===== config.mk =====
export PLATFORM = sky130hd
export DESIGN_NAME = memory_stage
export DESIGN_NICKNAME = d
export VERILOG_FILES = /design/src/rtl/memory_stage.sv
export SDC_FILE = /design/constraint.sdc
export NUM_CORES = 1
export LEC_CHECK = 0
export CORE_AREA = 2 2 119 121
export CTS_CLUSTER_SIZE = 8
export DETAILED_ROUTE_END_ITERATION = 8
export DIE_AREA = 0 0 121 123
export GPL_TIMING_DRIVEN = 1
export PLACE_DENSITY = 0.89
export SLEW_MARGIN = 40
export SYNTH_ARGS = -nofsm -noshare
export SYNTH_HDL_FRONTEND = slang
export SYNTH_SLANG_ARGS = --single-unit

===== constraint.sdc =====
create_clock -name clk -period 1.9 [get_ports clk]
set_input_delay 0.19 -clock clk [delete_from_list [all_inputs] [get_ports clk]]
set_output_delay 0.19 -clock clk [all_outputs]
set_load 0.05 [all_outputs]

===== src/rtl/memory_stage.sv =====
// rtl/memory_stage.sv - Memory stage: variable-latency data-memory access, stall control and MEM/WB register
module memory_stage #(
  parameter int WORD     = 32,
  parameter int REG_SIZE = 5,
  parameter int MAX_WAIT = 15
) (
  input  logic                clk,
  input  logic                reset,
  input  logic                en,
  input  logic [WORD-1:0]     writeDataM,
  input  logic [WORD-1:0]     ALUResultM,
  input  logic [WORD-1:0]     pcM,
  input  logic [REG_SIZE-1:0] writeRegM,
  input  logic                regWriteM,
  input  logic                memWriteM,
  input  logic                mem2regM,
  input  logic                finishM,
  input  logic                validM,
  output logic                memReq,
  output logic                memWe,
  output logic [WORD-1:0]     memAddr,
  output logic [WORD-1:0]     memWData,
  input  logic                memAck,
  input  logic [WORD-1:0]     memRData,
  output logic                stallM,
  output logic [WORD-1:0]     resultW,
  output logic [WORD-1:0]     pcW,
  output logic [REG_SIZE-1:0] writeRegW,
  output logic                regWriteW,
  output logic                finishW,
  output logic                validW,
  output logic                memErrW
);

  typedef enum logic [1:0] {IDLE, WAIT, HOLD} state_t;

  state_t          r_state;
  logic [7:0]      r_cnt;
  logic [WORD-1:0] r_rbuf;
  logic            r_ebuf;

  logic            w_mop;
  logic            w_load;
  logic [WORD-1:0] w_result;
  logic            w_err;

  assign w_mop    = validM & (memWriteM | mem2regM);
  assign memAddr  = ALUResultM;
  assign memWData = writeDataM;
  assign memWe    = memWriteM;

  // Request and stall are gated by reset so a pending access is dropped in the reset cycle itself.
  assign memReq = reset & (((r_state == IDLE) & w_mop) | (r_state == WAIT));
  assign stallM = reset & (((r_state == IDLE) & w_mop & ~memAck) | (r_state == WAIT));

  always_comb begin
    w_load   = 1'b0;
    w_result = ALUResultM;
    w_err    = 1'b0;
    case (r_state)
      IDLE: begin
        w_load   = en & (~w_mop | memAck);
        w_result = (w_mop & mem2regM) ? memRData : ALUResultM;
      end
      HOLD: begin
        w_load   = en;
        w_result = mem2regM ? r_rbuf : ALUResultM;
        w_err    = r_ebuf;
      end
      default: begin
        w_load = 1'b0;
      end
    endcase
  end

  always_ff @(posedge clk) begin
    if (!reset) begin
      r_state <= IDLE;
      r_cnt   <= 8'd0;
      r_rbuf  <= '0;
      r_ebuf  <= 1'b0;
    end else begin
      case (r_state)
        IDLE: begin
          if (w_mop && memAck && !en) begin
            r_rbuf  <= memRData;
            r_ebuf  <= 1'b0;
            r_state <= HOLD;
          end else if (w_mop && !memAck) begin
            r_cnt   <= 8'd1;
            r_state <= WAIT;
          end
        end
        WAIT: begin
          if (memAck) begin
            r_rbuf  <= memRData;
            r_ebuf  <= 1'b0;
            r_state <= HOLD;
          end else if (r_cnt == 8'(MAX_WAIT)) begin
            r_rbuf  <= '0;
            r_ebuf  <= 1'b1;
            r_state <= HOLD;
          end else begin
            r_cnt <= r_cnt + 8'd1;
          end
        end
        HOLD: begin
          if (en) r_state <= IDLE;
        end
        default: r_state <= IDLE;
      endcase
    end
  end

  // MEM/WB register; an abandoned access never writes the register file.
  always_ff @(posedge clk) begin
    if (!reset) begin
      resultW   <= '0;
      pcW       <= '0;
      writeRegW <= '0;
      regWriteW <= 1'b0;
      finishW   <= 1'b0;
      validW    <= 1'b0;
      memErrW   <= 1'b0;
    end else if (w_load) begin
      resultW   <= w_result;
      pcW       <= pcM;
      writeRegW <= writeRegM;
      regWriteW <= regWriteM & ~w_err;
      finishW   <= finishM;
      validW    <= validM;
      memErrW   <= w_err;
    end
  end

endmodule


==> results of run 1 <==
## Yosys cell counts (4+ instances only)
library cell / instances
o31ai_1: 32
and3_1: 4
o22ai_1: 32
a31oi_1: 4
a211oi_1: 4
nand2_1: 88
inv_1: 4
buf_2: 16
clkbuf_1: 27
a21oi_1: 48
nor2_1: 36
buf_1: 7
dfxtp_1: 116
a22o_1: 32
buf_4: 68
nand3_1: 34
o22a_1: 32
## power by group through the flow
stage | logic (uW) | clock network [uW] | registers [uW]
finish | 1740 | 3290 | 2690
CTS | 1740 | 3340 | 2690
global route | 1830 | 3450 | 2710
detailed placement | 1730 | 0 | 2740
global placement | 1710 | 0 | 2730
floorplan | 842 | 0 | 3110
## through the flow
step                utilization  total power [uW]  TNS (ns)  instance area [um2]  setup WS, ns
floorplan                     -              3947         0                 5300        0.1615
global placement         0.5341              4440    -3.114                 7269       -0.1025
detailed placement       0.5341              4463    -5.480                 7269      -0.09932
CTS                      0.5800              7766         0                 7895       0.01829
global route             0.5807              7982         0                 7904      0.003531
finish                   0.5807              7719         0                 7904        0.1003
## worst min-delay path by stage
stage	depth (start not counted)	startpoint	to	slack (ns)
after floorplan	1	memRData[10]	r_rbuf[10]$_SDFFE_PN0P_	0.32
after global placement	0	writeDataM[0]	memWData[0]	0.38
after detailed placement	0	writeDataM[0]	memWData[0]	0.38
after CTS	3	pcM[20]	pcW[20]$_SDFFE_PN0P_	0.32
after global routing	3	reset	resultW[13]$_SDFFE_PN0P_	0.30
final	3	reset	resultW[13]$_SDFFE_PN0P_	0.29
## cell type report
type                            count  share of cell area
Timing Repair Buffer              251              0.3130
Sequential cell                   116              0.2940
Multi-Input combinational cell    376              0.2849
Clock buffer                       22             0.06126
Tap cell                          180             0.02849
Clock inverter                      9             0.01599
Inverter                            5            0.002375
## layer usage
metal / share of wire / GRT usage / up-vias / wire, um
li1: - / - / 2468 / -
met1: 0.42 / 0.2597 / 2482 / 6832
met2: 0.47 / 0.3448 / 304 / 7729
met3: 0.090 / 0.05950 / 31 / 1473
met4: 0.015 / 0.07122 / 0 / 241
met5: 0 / 0 / - / 0
## sequential cells by signal, summed over array words and instances (netlist names)
signal     count
finishW        1
memErrW        1
pcW           32
r_cnt          8
r_ebuf         1
r_rbuf        32
r_state        2
regWriteW      1
resultW       32
validW         1
writeRegW      5
## worst register-to-register path: stages (launching register included)
cell,delay [ns]
dfxtp_1,0.38
ha_1,0.22
and3_1,0.28
a211oi_2,0.10
or3_1,0.48
a31oi_1,0.20
## kinds of logic (layout without fill, tap and decap cells)
logic type / count (synthesis) / after routing / synth area share
buffers and inverters: 123 / 287 / 0.1393
adders and majority gates: 1 / 1 / 0.002365
DFF: 116 / 116 / 0.4390
AOI/OAI and AO/OA: 202 / 202 / 0.2786
and+or+nand+nor: 173 / 173 / 0.1407
==> impl_metrics.env, run 1 <==
export IMPL_cp_end_kind="primary output"
export IMPL_synth_seq_cells=116
export IMPL_cap_violations=0
export IMPL_regArea_mm2=0.002323
export IMPL_drive_gt1_frac=0.1438
export IMPL_finalHoldViolations=0
export IMPL_place_hpwl_um=11430
export IMPL_p_leak_uw=0.003075
export IMPL_hold_buffers=0
export IMPL_clkTransAtPathRegs_ns=0.05
export IMPL_drv_slew=0
export IMPL_chipWidth_um=121
export IMPL_routed_wl_um=16280
export IMPL_grt_pass1_vias=4766
export IMPL_vias=5285
export IMPL_multiInputGateArea_mm2=0.002252
export IMPL_finalCriticalPeriod_ns=1.800
export IMPL_crit_path_start_kind="register"
export IMPL_cts_htree_levels=4
export IMPL_syn_nets=758
export IMPL_p_int_uw=5487
export IMPL_reg2reg_from="r_cnt[0]$_SDFFE_PN0P_"
export IMPL_synth_area_mm2=0.005290
export IMPL_drtIter0Drc=419
export IMPL_maxSlewHeadroom=0.6379
export IMPL_vias_per_cell=5.511
export IMPL_critPathKind="reg2out"
export IMPL_ys_async_sr_fraction=0
export IMPL_dr_pass1_iters=5
export IMPL_ios=282
export IMPL_netlist_instances=615
export IMPL_track_usage=0.2080
export IMPL_ant_nets=0
export IMPL_power_frac_seq=0.349
export IMPL_p_switching_uw=2232
export IMPL_critical_path_required_ns=1.71
export IMPL_sw_frac_of_total=0.2891
export IMPL_crit_fanout=2
export IMPL_synth_top_area_frac=0.4390
export IMPL_place_gp_congestion=0.8351
export IMPL_grt_setup_unrepaired="no"
export IMPL_skew_ns=0.01087
export IMPL_nets=910
export IMPL_clockBufferDepth=2
export IMPL_synthDistinctLibCells=42
export IMPL_path_depth=1
export IMPL_ir_drop_v=0.0005762
export IMPL_path_buf_inv=1
export IMPL_clockPowerShare=0.426
export IMPL_seq_area_frac_synth=0.4390
export IMPL_route_detailed_drc=0
export IMPL_cts_sinks=116
export IMPL_rows=43
export IMPL_slowest_stage="clkdlybuf4s50_1"
export IMPL_initial_core_util=0.3886
export IMPL_worst_pin_slew_ns=0.5414
export IMPL_io_buffer_count=217
export IMPL_path_cells="clkdlybuf4s50_1"
export IMPL_combPwrFrac=0.225
export IMPL_cts_buffers=17
export IMPL_synth_edff_count=0
export IMPL_rr_worst_depth=5
export IMPL_instances_no_fill=959
export IMPL_ys_top_cells_by_area="dfxtp_1 (44%), buf_4 (9.6%), nand2_1 (6.2%)"
export IMPL_layout_common_cells="clkdlybuf4s50_1 (178), dfxtp_1 (115), nand2_1 (88), buf_4 (59), a21oi_1 (47)"
export IMPL_syn_avg_cell_area_um2=8.602
export IMPL_crit_start="resultW[20]$_SDFFE_PN0P_"
export IMPL_max_clock_freq_mhz=555.6
export IMPL_reg2reg_to="r_cnt[7]$_SDFFE_PN0P_"
export IMPL_critPathCapture="resultW[20]"
export IMPL_layout_commonest_cell="clkdlybuf4s50_1"
export IMPL_diodes=0
export IMPL_cts_tree="built"
export IMPL_status="completed"
export IMPL_hold_ws_ns=0.2854
export IMPL_cts_root_buf="clkbuf_16"
export IMPL_coreArea_mm2=0.01361
export IMPL_hp_class="in2reg"
export IMPL_fin_crit_sh=0.9472
export IMPL_clk_latency_ns=0.41
export IMPL_r2r_slack_ns=0.16
export IMPL_fillers=1179
export IMPL_die_h_um=123
export IMPL_cp_top_family="buffers and inverters"
export IMPL_synthesis_yosys_warnings=0
export IMPL_grt_max_degree=46
export IMPL_synth_flop_cell="dfxtp_1"
export IMPL_yosysTopAreaCell="dfxtp_1"
export IMPL_synthToLayoutAreaGrowth_pct=49.41
export IMPL_p_per_area_mw_per_mm2=976.6
export IMPL_finalSetupViolCount=0
export IMPL_dp_cells=928
export IMPL_arrival_ns=1.61
export IMPL_antenna_found_initial=0
export IMPL_wire_per_inst_um=16.97
export IMPL_grt_pass1_wl_um=24300
export IMPL_cts_resized=5
export IMPL_worst_path_largest_cell_delay_ns=0.83
export IMPL_die_area_mm2=0.01488
export IMPL_cts_setup_buffers=0
export IMPL_grt_ovfl_total=0
(Power assumes the default switching activity.)
==> run 2: changes to the inputs <==
Settings changed: ABC_AREA from default to 0.
==> results of run 2 <==
The final DEF is identical to that of run 1; final timing and power are the same.
